## src/rtl/il2_fill_responder.sv

```systemverilog
// L2-side IL1 refill streamer plus the inst/data inclusive back-invalidate handshakes.
// The fill FSM and the two replace channels run fully independently.
package il2_fill_pkg;
    localparam int IL2_BEAT_W = 2;  // $clog2(CACHE_BLOCK_SIZE/8) for the 32-byte line
    typedef struct packed {
        logic                  update;
        logic [IL2_BEAT_W-1:0] addr_update;
        logic [31:0]           w1_update;
        logic [31:0]           w2_update;
    } cache_update_type;
endpackage

module il2_replace_ch #(
    parameter int LINE_ADDR_W = 27
) (
    input  logic                   clk_l2,
    input  logic                   rst_n,
    input  logic                   evict_valid,
    input  logic [LINE_ADDR_W-1:0] evict_addr,
    output logic                   evict_ready,
    output logic                   replace_req,
    output logic [LINE_ADDR_W-1:0] addr_replace,
    input  logic                   replace_il1_ack,
    output logic                   l2_il1_ack,
    output logic                   inv_done
);
    typedef enum logic [1:0] {R_IDLE, R_REQ, R_WAIT, R_ACK} r_state_t;
    r_state_t state, nxt;
    logic     accept;

    assign accept      = (state == R_IDLE) && evict_valid && evict_ready;
    assign replace_req = (state == R_REQ);
    assign l2_il1_ack  = (state == R_ACK);

    // R_REQ always moves on to R_WAIT, so an ack already high there is seen in R_WAIT
    always_comb begin
        nxt = state;
        case (state)
            R_IDLE:  if (accept) nxt = R_REQ;
            R_REQ:   nxt = R_WAIT;
            R_WAIT:  if (replace_il1_ack) nxt = R_ACK;
            R_ACK:   if (!replace_il1_ack) nxt = R_IDLE;
            default: nxt = R_IDLE;
        endcase
    end

    // ready is registered so it stays low while reset is asserted
    always_ff @(posedge clk_l2 or negedge rst_n) begin
        if (!rst_n) begin
            state        <= R_IDLE;
            evict_ready  <= 1'b0;
            inv_done     <= 1'b0;
            addr_replace <= '0;
        end else begin
            state       <= nxt;
            evict_ready <= (nxt == R_IDLE);
            inv_done    <= (state == R_ACK) && !replace_il1_ack;
            if (accept) addr_replace <= evict_addr;
        end
    end
endmodule

module il2_fill_responder
    import il2_fill_pkg::*;
#(
    parameter int PC_LENGTH        = 32,
    parameter int CACHE_BLOCK_SIZE = 32,
    parameter int LINE_ADDR_W      = 27
) (
    input  logic                          clk_l2,
    input  logic                          rst_n,
    input  logic                          inst_update_req,
    input  logic [PC_LENGTH-1:0]          pc_up,
    output cache_update_type              IL2_out,
    output logic                          l2_rd_req,
    output logic [LINE_ADDR_W-1:0]        l2_rd_addr,
    input  logic                          l2_rd_valid,
    input  logic [CACHE_BLOCK_SIZE*8-1:0] l2_rd_data,
    input  logic                          inst_evict_valid,
    input  logic [LINE_ADDR_W-1:0]        inst_evict_addr,
    output logic                          inst_evict_ready,
    output logic                          inst_replace_req,
    output logic [LINE_ADDR_W-1:0]        inst_addr_replace,
    input  logic                          inst_replace_il1_ack,
    output logic                          L2_inst_il1_ack,
    output logic                          inst_inv_done,
    input  logic                          data_evict_valid,
    input  logic [LINE_ADDR_W-1:0]        data_evict_addr,
    output logic                          data_evict_ready,
    output logic                          data_replace_req,
    output logic [LINE_ADDR_W-1:0]        data_addr_replace,
    input  logic                          data_replace_il1_ack,
    output logic                          L2_data_il1_ack,
    output logic                          data_inv_done
);
    localparam int WORDS       = CACHE_BLOCK_SIZE / 4;
    localparam int BEATS       = CACHE_BLOCK_SIZE / 8;
    localparam int BEAT_W      = $clog2(BEATS);
    localparam int BYTE_OFFSET = 2;
    localparam int WORD_OFFSET = $clog2(WORDS);
    localparam int LINE_LSB    = BYTE_OFFSET + WORD_OFFSET;
    localparam logic [BEAT_W:0] LAST = BEATS[BEAT_W:0];
    localparam int NUM_CH      = 2;

    typedef enum logic [1:0] {F_IDLE, F_READ, F_SEND, F_DROP} f_state_t;
    f_state_t f_state, f_nxt;

    logic [BEAT_W:0]               beat;
    logic [CACHE_BLOCK_SIZE*8-1:0] line_buf, src;
    logic [BEAT_W-1:0]             idx;
    logic                          emit;
    logic [31:0]                   w1_sel, w2_sel;
    logic                          unused_pc;

    assign unused_pc = ^pc_up[LINE_LSB-1:0];
    assign l2_rd_req = (f_state == F_READ);

    // F_DROP only exits on a low request, so F_IDLE never restarts on a stale level
    always_comb begin
        f_nxt = f_state;
        case (f_state)
            F_IDLE:  if (inst_update_req) f_nxt = F_READ;
            F_READ:  if (l2_rd_valid) f_nxt = F_SEND;
            F_SEND:  if (beat == LAST) f_nxt = F_DROP;
            F_DROP:  if (!inst_update_req) f_nxt = F_IDLE;
            default: f_nxt = F_IDLE;
        endcase
    end

    // beat 0 comes straight off the read bus so it lands the cycle after l2_rd_valid
    always_comb begin
        src  = line_buf;
        idx  = beat[BEAT_W-1:0];
        emit = 1'b0;
        if (f_state == F_READ) begin
            src  = l2_rd_data;
            idx  = '0;
            emit = l2_rd_valid;
        end else if (f_state == F_SEND) begin
            emit = (beat != LAST);
        end
        w1_sel = src[32*int'(idx) +: 32];
        w2_sel = src[32*(int'(idx)+BEATS) +: 32];
    end

    always_ff @(posedge clk_l2 or negedge rst_n) begin
        if (!rst_n) begin
            f_state    <= F_IDLE;
            beat       <= '0;
            line_buf   <= '0;
            l2_rd_addr <= '0;
            IL2_out    <= '0;
        end else begin
            f_state <= f_nxt;
            if (f_state == F_IDLE && inst_update_req) l2_rd_addr <= pc_up[PC_LENGTH-1:LINE_LSB];
            if (f_state == F_READ && l2_rd_valid) line_buf <= l2_rd_data;
            if (emit) begin
                IL2_out.update      <= 1'b1;
                IL2_out.addr_update <= idx;
                IL2_out.w1_update   <= w1_sel;
                IL2_out.w2_update   <= w2_sel;
                beat                <= {1'b0, idx} + 1'b1;
            end else begin
                IL2_out <= '0;
            end
        end
    end

    // channel 0 = inst, channel 1 = data
    logic [NUM_CH-1:0]                  ev_valid, ev_ready, rep_req, il1_ack, l2_ack, inv_done;
    logic [NUM_CH-1:0][LINE_ADDR_W-1:0] ev_addr, rep_addr;

    assign ev_valid = {data_evict_valid, inst_evict_valid};
    assign ev_addr  = {data_evict_addr, inst_evict_addr};
    assign il1_ack  = {data_replace_il1_ack, inst_replace_il1_ack};

    for (genvar c = 0; c < NUM_CH; c++) begin : g_ch
        il2_replace_ch #(.LINE_ADDR_W(LINE_ADDR_W)) u_ch (
            .clk_l2          (clk_l2),
            .rst_n           (rst_n),
            .evict_valid     (ev_valid[c]),
            .evict_addr      (ev_addr[c]),
            .evict_ready     (ev_ready[c]),
            .replace_req     (rep_req[c]),
            .addr_replace    (rep_addr[c]),
            .replace_il1_ack (il1_ack[c]),
            .l2_il1_ack      (l2_ack[c]),
            .inv_done        (inv_done[c])
        );
    end

    assign inst_evict_ready  = ev_ready[0];
    assign inst_replace_req  = rep_req[0];
    assign inst_addr_replace = rep_addr[0];
    assign L2_inst_il1_ack   = l2_ack[0];
    assign inst_inv_done     = inv_done[0];
    assign data_evict_ready  = ev_ready[1];
    assign data_replace_req  = rep_req[1];
    assign data_addr_replace = rep_addr[1];
    assign L2_data_il1_ack   = l2_ack[1];
    assign data_inv_done     = inv_done[1];
endmodule
```

## config.mk

```make
export PLATFORM = sky130hd
export DESIGN_NAME = il2_fill_responder
export DESIGN_NICKNAME = d
export VERILOG_FILES = /design/src/rtl/il2_fill_responder.sv
export SDC_FILE = /design/constraint.sdc
export NUM_CORES = 1
export LEC_CHECK = 0
export ABC_CLOCK_PERIOD_IN_PS = 2800
export BUFFER_PORTS_ARGS = -buffer_cell sky130_fd_sc_hd__buf_2
export CORE_ASPECT_RATIO = 2
export CORE_MARGIN = 5
export CORE_UTILIZATION = 45
export DETAILED_ROUTE_END_ITERATION = 7
export GPL_TIMING_DRIVEN = 0
export PLACE_DENSITY_LB_ADDON = 0.08
export RECOVER_POWER = 25
export SLEW_MARGIN = 5
export SYNTH_ARGS = -nofsm -noshare
export SYNTH_HDL_FRONTEND = slang
export SYNTH_SLANG_ARGS = --single-unit
```

## constraint.sdc

```tcl
create_clock -name clk_l2 -period 2.8 [get_ports clk_l2]
set_input_delay 0.28 -clock clk_l2 [delete_from_list [all_inputs] [get_ports clk_l2]]
set_output_delay 0.28 -clock clk_l2 [all_outputs]
set_load 0.05 [all_outputs]
```

Word-level counts from Yosys, hierarchy flattened
Cells that the tools add are included.
{"block": "word_totals", "register_bits": 417, "inputBits": 350, "rom_bits": 0, "latch_bits": 0, "ramBits": 0, "memories": 0}
{"block": "op_classes", "n_reduce_logical": 16, "add_sub_neg": 2, "n_bitwise": 0, "order_cmp": 0, "n_mux": 18, "n_eq_ne": 15, "n_shift": 2, "div_mod_pow": 0, "n_mul": 0}
{"op": "two-way mux 256 bit", "count": 1}
{"op": "variable part select 256 x 10 -> 32 bit", "count": 1}
{"op": "variable part select 256 x 8 -> 32 bit", "count": 1}
{"op": "two-way mux 67 bit", "count": 1}
{"op": "case mux 2 bit (4 select lines)", "count": 3}
{"op": "two-way mux 2 bit", "count": 11}
{"op": "== test 2 bit, second input constant", "count": 6}
{"op": "zero test 2 bit", "count": 5}
{"op": "logical AND 1 bit", "count": 8}
{"op": "== test 2 x 1 -> 1 bit, second input constant", "count": 3}
{"op": "!= test 2 bit, second input constant", "count": 3}
{"op": "adder 2 x 3 -> 4 bit, second input constant", "count": 1}
{"op": "AND reduction 4 bit", "count": 1}
{"op": "adder 2 x 1 -> 3 bit, second input constant", "count": 1}
{"op": "== test 3 bit, second input constant", "count": 1}
{"op": "!= test 3 bit, second input constant", "count": 1}
{"op": "zero test 1 bit", "count": 2}
{"op": "two-way mux 1 bit", "count": 2}
{"op": "!= test 2 x 1 -> 1 bit, second input constant", "count": 1}

Logic depth before layout (Yosys ltp)
{"block": "depth", "depth_word": 6, "depth_mapped": 8, "ltp_nobuf": 6}

Hierarchy
From an unflattened synthesis, not the netlist that was laid out.
{"block": "unflattened", "cells_unflattened": 1431, "hier_area_um2": 20520.9}
{"module": "il2_fill_responder", "instances": 1, "area_each_um2": 18031.0, "cells_each": 1291, "seq_area_each_um2": 8883.5}
{"module": "il2_replace_ch", "instances": 2, "area_each_um2": 1244.9, "cells_each": 70, "seq_area_each_um2": 775.7}

Worst setup path after synthesis
No wires, ideal clock.
{"block": "synth_timing", "path_type": "reg2reg", "from": "register f_state[1]", "to": "register beat[1]", "arrival_ns": 2.272, "setup_slack_ns": 0.404, "synth_period_minus_slack_ns": 2.396, "stages_incl_launch_ff": 9, "path_cell_list": "dfrtp_1 > inv_1 > ha_1 > buf_2 > clkbuf_1 > buf_2 > nor2b_1 > ha_1 > mux2_2"}
{"block": "synth_via", "elab_chain_cells": 3, "word_cells_on_any_way": 6, "classes_between": "1 x add/sub; 2 x eq/ne; 3 x mux"}
{"element": "from (decl)", "line_no": "106", "text": "f_state_t f_state, f_nxt;"}
{"element": "from (signal assigned)", "line_no": "154", "text": "f_state <= f_nxt;"}
{"element": "== test 2 x 1 -> 1 bit *"}
{"element": "net l2_rd_req", "line_no": "75", "text": "output logic l2_rd_req,"}
{"element": "two-way mux 2 bit", "line_no": "135", "text": "if (f_state == F_READ) begin"}
{"element": "adder 2 x 1 -> 3 bit", "line_no": "162", "text": "beat <= {1'b0, idx} + 1'b1;"}
{"element": "to (signal assigned)", "line_no": "162"}
{"element": "to (decl)", "line_no": "108", "text": "logic [BEAT_W:0] beat;"}
The timed path passes the listed nets; every way through them passes the cells marked *.
A chain may end at the register's enable or synchronous reset.

Final worst setup path
{"block": "layout_timing", "from": "register f_state[1]", "to": "register IL2_out[30] (netlist name)"}
{"block": "layout_via", "elab_chain_cells": 5, "word_cells_on_any_way": 9, "classes_between": "1 x add/sub; 2 x eq/ne; 1 x shift; 5 x mux"}
{"element": "== test 2 x 1 -> 1 bit", "line_no": "135"}
{"element": "two-way mux 2 bit", "line_no": "135"}
{"element": "adder 2 x 3 -> 4 bit", "line_no": "143", "text": "w2_sel = src[32*(int'(idx)+BEATS) +: 32];"}
{"element": "variable part select 256 x 10 -> 32 bit", "line_no": "143"}
{"element": "two-way mux 67 bit *", "line_no": "157", "text": "if (emit) begin"}
{"element": "to (decl)", "line_no": "74", "text": "output cache_update_type IL2_out,"}
Mark *: on every way between the ends. The rest lies on a longest branch, timed or not.

==> results by group <==
Die
  – Core ar.: 40860 um^2
  – Die Width: around 150 um
  – I/O pin total: between 500 and 600
  – Row cnt: 105
  – Initial Utilization: between 40% and 50%
  – Die area: 45580 um^2
  – Die height: 297.0 um

Layout
  – Share of cells above drive strength 1: between 40% and 50%
  – Nets: 2571
  – Syn-to-layout area delta: 41.36%

Clock tree
  – Clock Latency Late Sink: 0.54 ns
  – Max Buffers Root-to-Sink: 3
  – Clock-pin slew on the worst setup and hold paths: 0.07 ns
  – Root Driver: clkbuf_16
  – CTS tree: done
  – Total CTS buffers: 39
  – H-tree depth: 2
  – CTS Sinks: 417

Worst setup path
  – CP Capture Type: register
  – Critical path class: reg -> reg
  – Worst EP required: ~3.2 ns
  – Worst Reg-to-Reg Cells: 8
  – Crit path launch type: register
  – CP cell instances: inv_1 -> ha_1 -> buf_2 -> buf_2 -> buf_4 -> clkbuf_1 -> o211ai_1 -> a21oi_1
  – Crit. Startpoint: f_state[1]$_DFFE_PN0P_
  – Arrival @ worst endpoint: 3.05 ns
  – Worst Path Max Fanout: 10
  – Delay of the slowest cell on the worst path: 0.43 ns
  – Most Frequent Cell on Critical Path: buf_2
  – Crit-path slowest cell: clkbuf_1
  – Reg2reg start: f_state[1]$_DFFE_PN0P_

Logic synthesis
  – Post-synth EDFFs: 0
  – Mapped cell area: 18530 um^2
  – Main combinational cell family by area after synthesis: multiplexers
  – Post-synth top cells: mux2_2 (466), dfrtp_1 (417), nand2b_1 (129), o211ai_1 (128), a21oi_1 (67)
  – Synth warn: 0
  – Asr flop ratio synth: 100.0%
  – Most common cell in the synthesized netlist: mux2_2
  – Synth area leaders: dfrtp_1 (56%), mux2_2 (28%), o211ai_1 (5.2%)
  – Synth Flop Type: dfrtp_1
  – Average size of a mapped cell: roughly 14 um^2
  – Simple-gate area share of the yosys netlist: 5.051%
  – Post-Synth Adder-Cell Area: 0.4051%
  – Synth Register Bits: 417
  – Complex-gate fraction of the synthesized area: 7.205%
  – Sequential fraction of the synthesis area: between 50% and 60%
  – Synth Area in XOR/XNOR: 0%
  – Distinct cells, synth: 23
  – Post-synth top area cell: dfrtp_1
  – Post-Syn Instances: 1350
  – Syn_nets: 1706
  – Multiplexer area fraction after synthesis: 28.52%
  – Yosys top cell area share: a little under three fifths

Pwr
  – Combinational fraction of design power: 48.3%
  – Pleak: around 0.012 uW
  – Pwr dens: around 1200 nW/um^2
  – Clock network power share: between 10% and 20%
  – P_sw: 12400 uW
  – Part of the power in registers: 33.9%
  – Peak VDD IR: 0.7503 mV
  – Cell-internal power: ~18000 uW
  – Sw Share: 41.07%

Route
  – DRT Pass-1 Iters: 4
  – Via count: around 14000
  – Routed WL: 60200 um
  – Residual DRC: 0
  – DR iter-0 viols: 440
  – Drt wl/cell: ~22 um
  – Vias per cell: 5.100
  – ANT nets after route: 0

Worst hold path
  – Hold Startpoint: l2_rd_data[3]
  – Hold path depth: 2
  – HP Class: in -> reg

Place
  – Final GP Congestion: roughly 0.78
  – Dpl hpwl: 43460 um
  – Buffers on Ports: around 500

STA
  – Final setup TNS: 0 ns
  – Slew Viols, Final: 0
  – RSZ-0062 raised after global routing: no
  – Minimum hold slack: 0.01332 ns
  – Worst-margin pin slew: 0.7857 ns
  – Max-slew headroom: 47.62%
  – Max Fclk: 381.5 MHz
  – Setup violations, final: 0
  – Final hold vios: 0
  – Layout Skew: 0.01666 ns
  – Tmin final: 2.621 ns
  – Tcrit/Tclk final: 93.62%

Global route
  – Initial antenna violation count: 7
  – GRT Util Overall: 26.17%
  – Via count of the first global-routing pass: 16460
  – First-pass GRT wire length: 93800 um
  – Largest net degree at the start of global routing: approximately 110
  – Grt total ovfl: 0

Run status
  – Status: complete, no violations

Run
  – Max Cap Viol: 0
## worst max-delay path, delay by kind of cell, from the launching register on
family                     cells  cell delay, ns
DFF                            1            0.41
AOI/OAI and AO/OA              2            0.44
buffers and inverters          5            1.47
adders and majority gates      1            0.17
## what timing repair did
action | 4_1_cts | 5_1_grt
hold buffers | 319 | 1
endpoints found under the setup margin | 30 | 19
endpoints found under the hold margin | 367 | 1
gates resized for setup | 8 | 7
setup buffers | 0 | 0
## cells in the final DEF, fill, tap and decap left out, types with 5 or more instances in the layout
| master | instances |
|---|---|
| nor2b_1 | 6 |
| a21oi_1 | 67 |
| nand2b_1 | 129 |
| mux2_2 | 466 |
| buf_2 | 436 |
| dfrtp_1 | 417 |
| inv_1 | 6 |
| clkinv_2 | 6 |
| ha_1 | 6 |
| dlygate4sd3_1 | 320 |
| clkbuf_8 | 10 |
| o211ai_1 | 128 |
| diode_2 | 6 |
| nor2_1 | 5 |
| clkbuf_16 | 41 |
| clkbuf_1 | 160 |
| clkbuf_2 | 8 |
## flip-flops by register name (all words and copies together), names as in the netlist
name / flops
beat: 3
line_buf: 256
l2_rd_addr: 27
g_ch.u_ch.inv_done: 2
f_state: 2
g_ch.u_ch.state: 4
g_ch.u_ch.addr_replace: 54
g_ch.u_ch.evict_ready: 2
IL2_out: 67
## power groups by stage
stage	Sequential, uW	Combinational, uW	Clock [uW]
2_1_floorplan	12900	7650	0
3_3_place_gp	10200	14200	0
3_5_place_dp	10300	14500	0
4_1_cts	10200	14900	5510
5_1_grt	10500	15600	5720
6_report	10200	14600	5370
## metal layers
metal	wire length, um	vias up	global-route usage, %	part of all wire, %
li1	-	6587	-	-
met4	2742	2	11.30	4.6
met5	15	-	0	0.025
met2	33020	495	49.71	55
met1	20930	6987	27.43	35
met3	3491	128	5.314	5.8
## per-stage QoR
stage	util, %	power, uW	cells	cell area [um^2]	setup slack, ns
detailed placement	53.42	24790	2390	21830	-0.1834
global route	64.11	31900	2783	26190	0.001532
finish	64.11	30190	2784	26200	0.1787
floorplan	-	20520	1350	18530	0.4037
CTS	64.39	30600	2777	26310	0.002367
global placement	53.13	24400	2386	21710	-6.935
## final timing paths
| check | endpoint | slack [ns] |
|---|---|---|
| hold reg to reg | line_buf[39]$_DFFE_PN0P_ | 0.50 |
| setup / recovery | IL2_out[30]$_DFF_PN0_ | 0.18 |
| hold / removal | line_buf[3]$_DFFE_PN0P_ | 0.01 |
| max in group asynchronous | l2_rd_addr[23]$_DFFE_PN0P_ | 0.79 |
| min in group asynchronous | g_ch[1].u_ch.addr_replace[5]$_DFFE_PN0P_ | 0.25 |
| setup reg to reg | IL2_out[30]$_DFF_PN0_ | 0.18 |
## cell families after synthesis
group,count (synthesis)
AO/OA/AOI/OAI,199
adder cells (fa/ha/maj),6
buffers and inverters,107
flip-flops,417
multiplexers,469
AND/OR/NAND/NOR,152
## area by class of cell
type / instances / area (um^2)
Clock buffer: 59 / 1194
Antenna cell: 6 / 15.01
Multi-Input combinational cell: 826 / 7631
Timing Repair Buffer: 825 / 5690
Inverter: 6 / 22.52
Fill cell: 3204 / 14660
Tap cell: 535 / 669.4
Buffer: 100 / 452.9
Clock inverter: 10 / 85.08
Sequential cell: 417 / 10440
No activity file was read; power rests on OpenSTA's default activity.
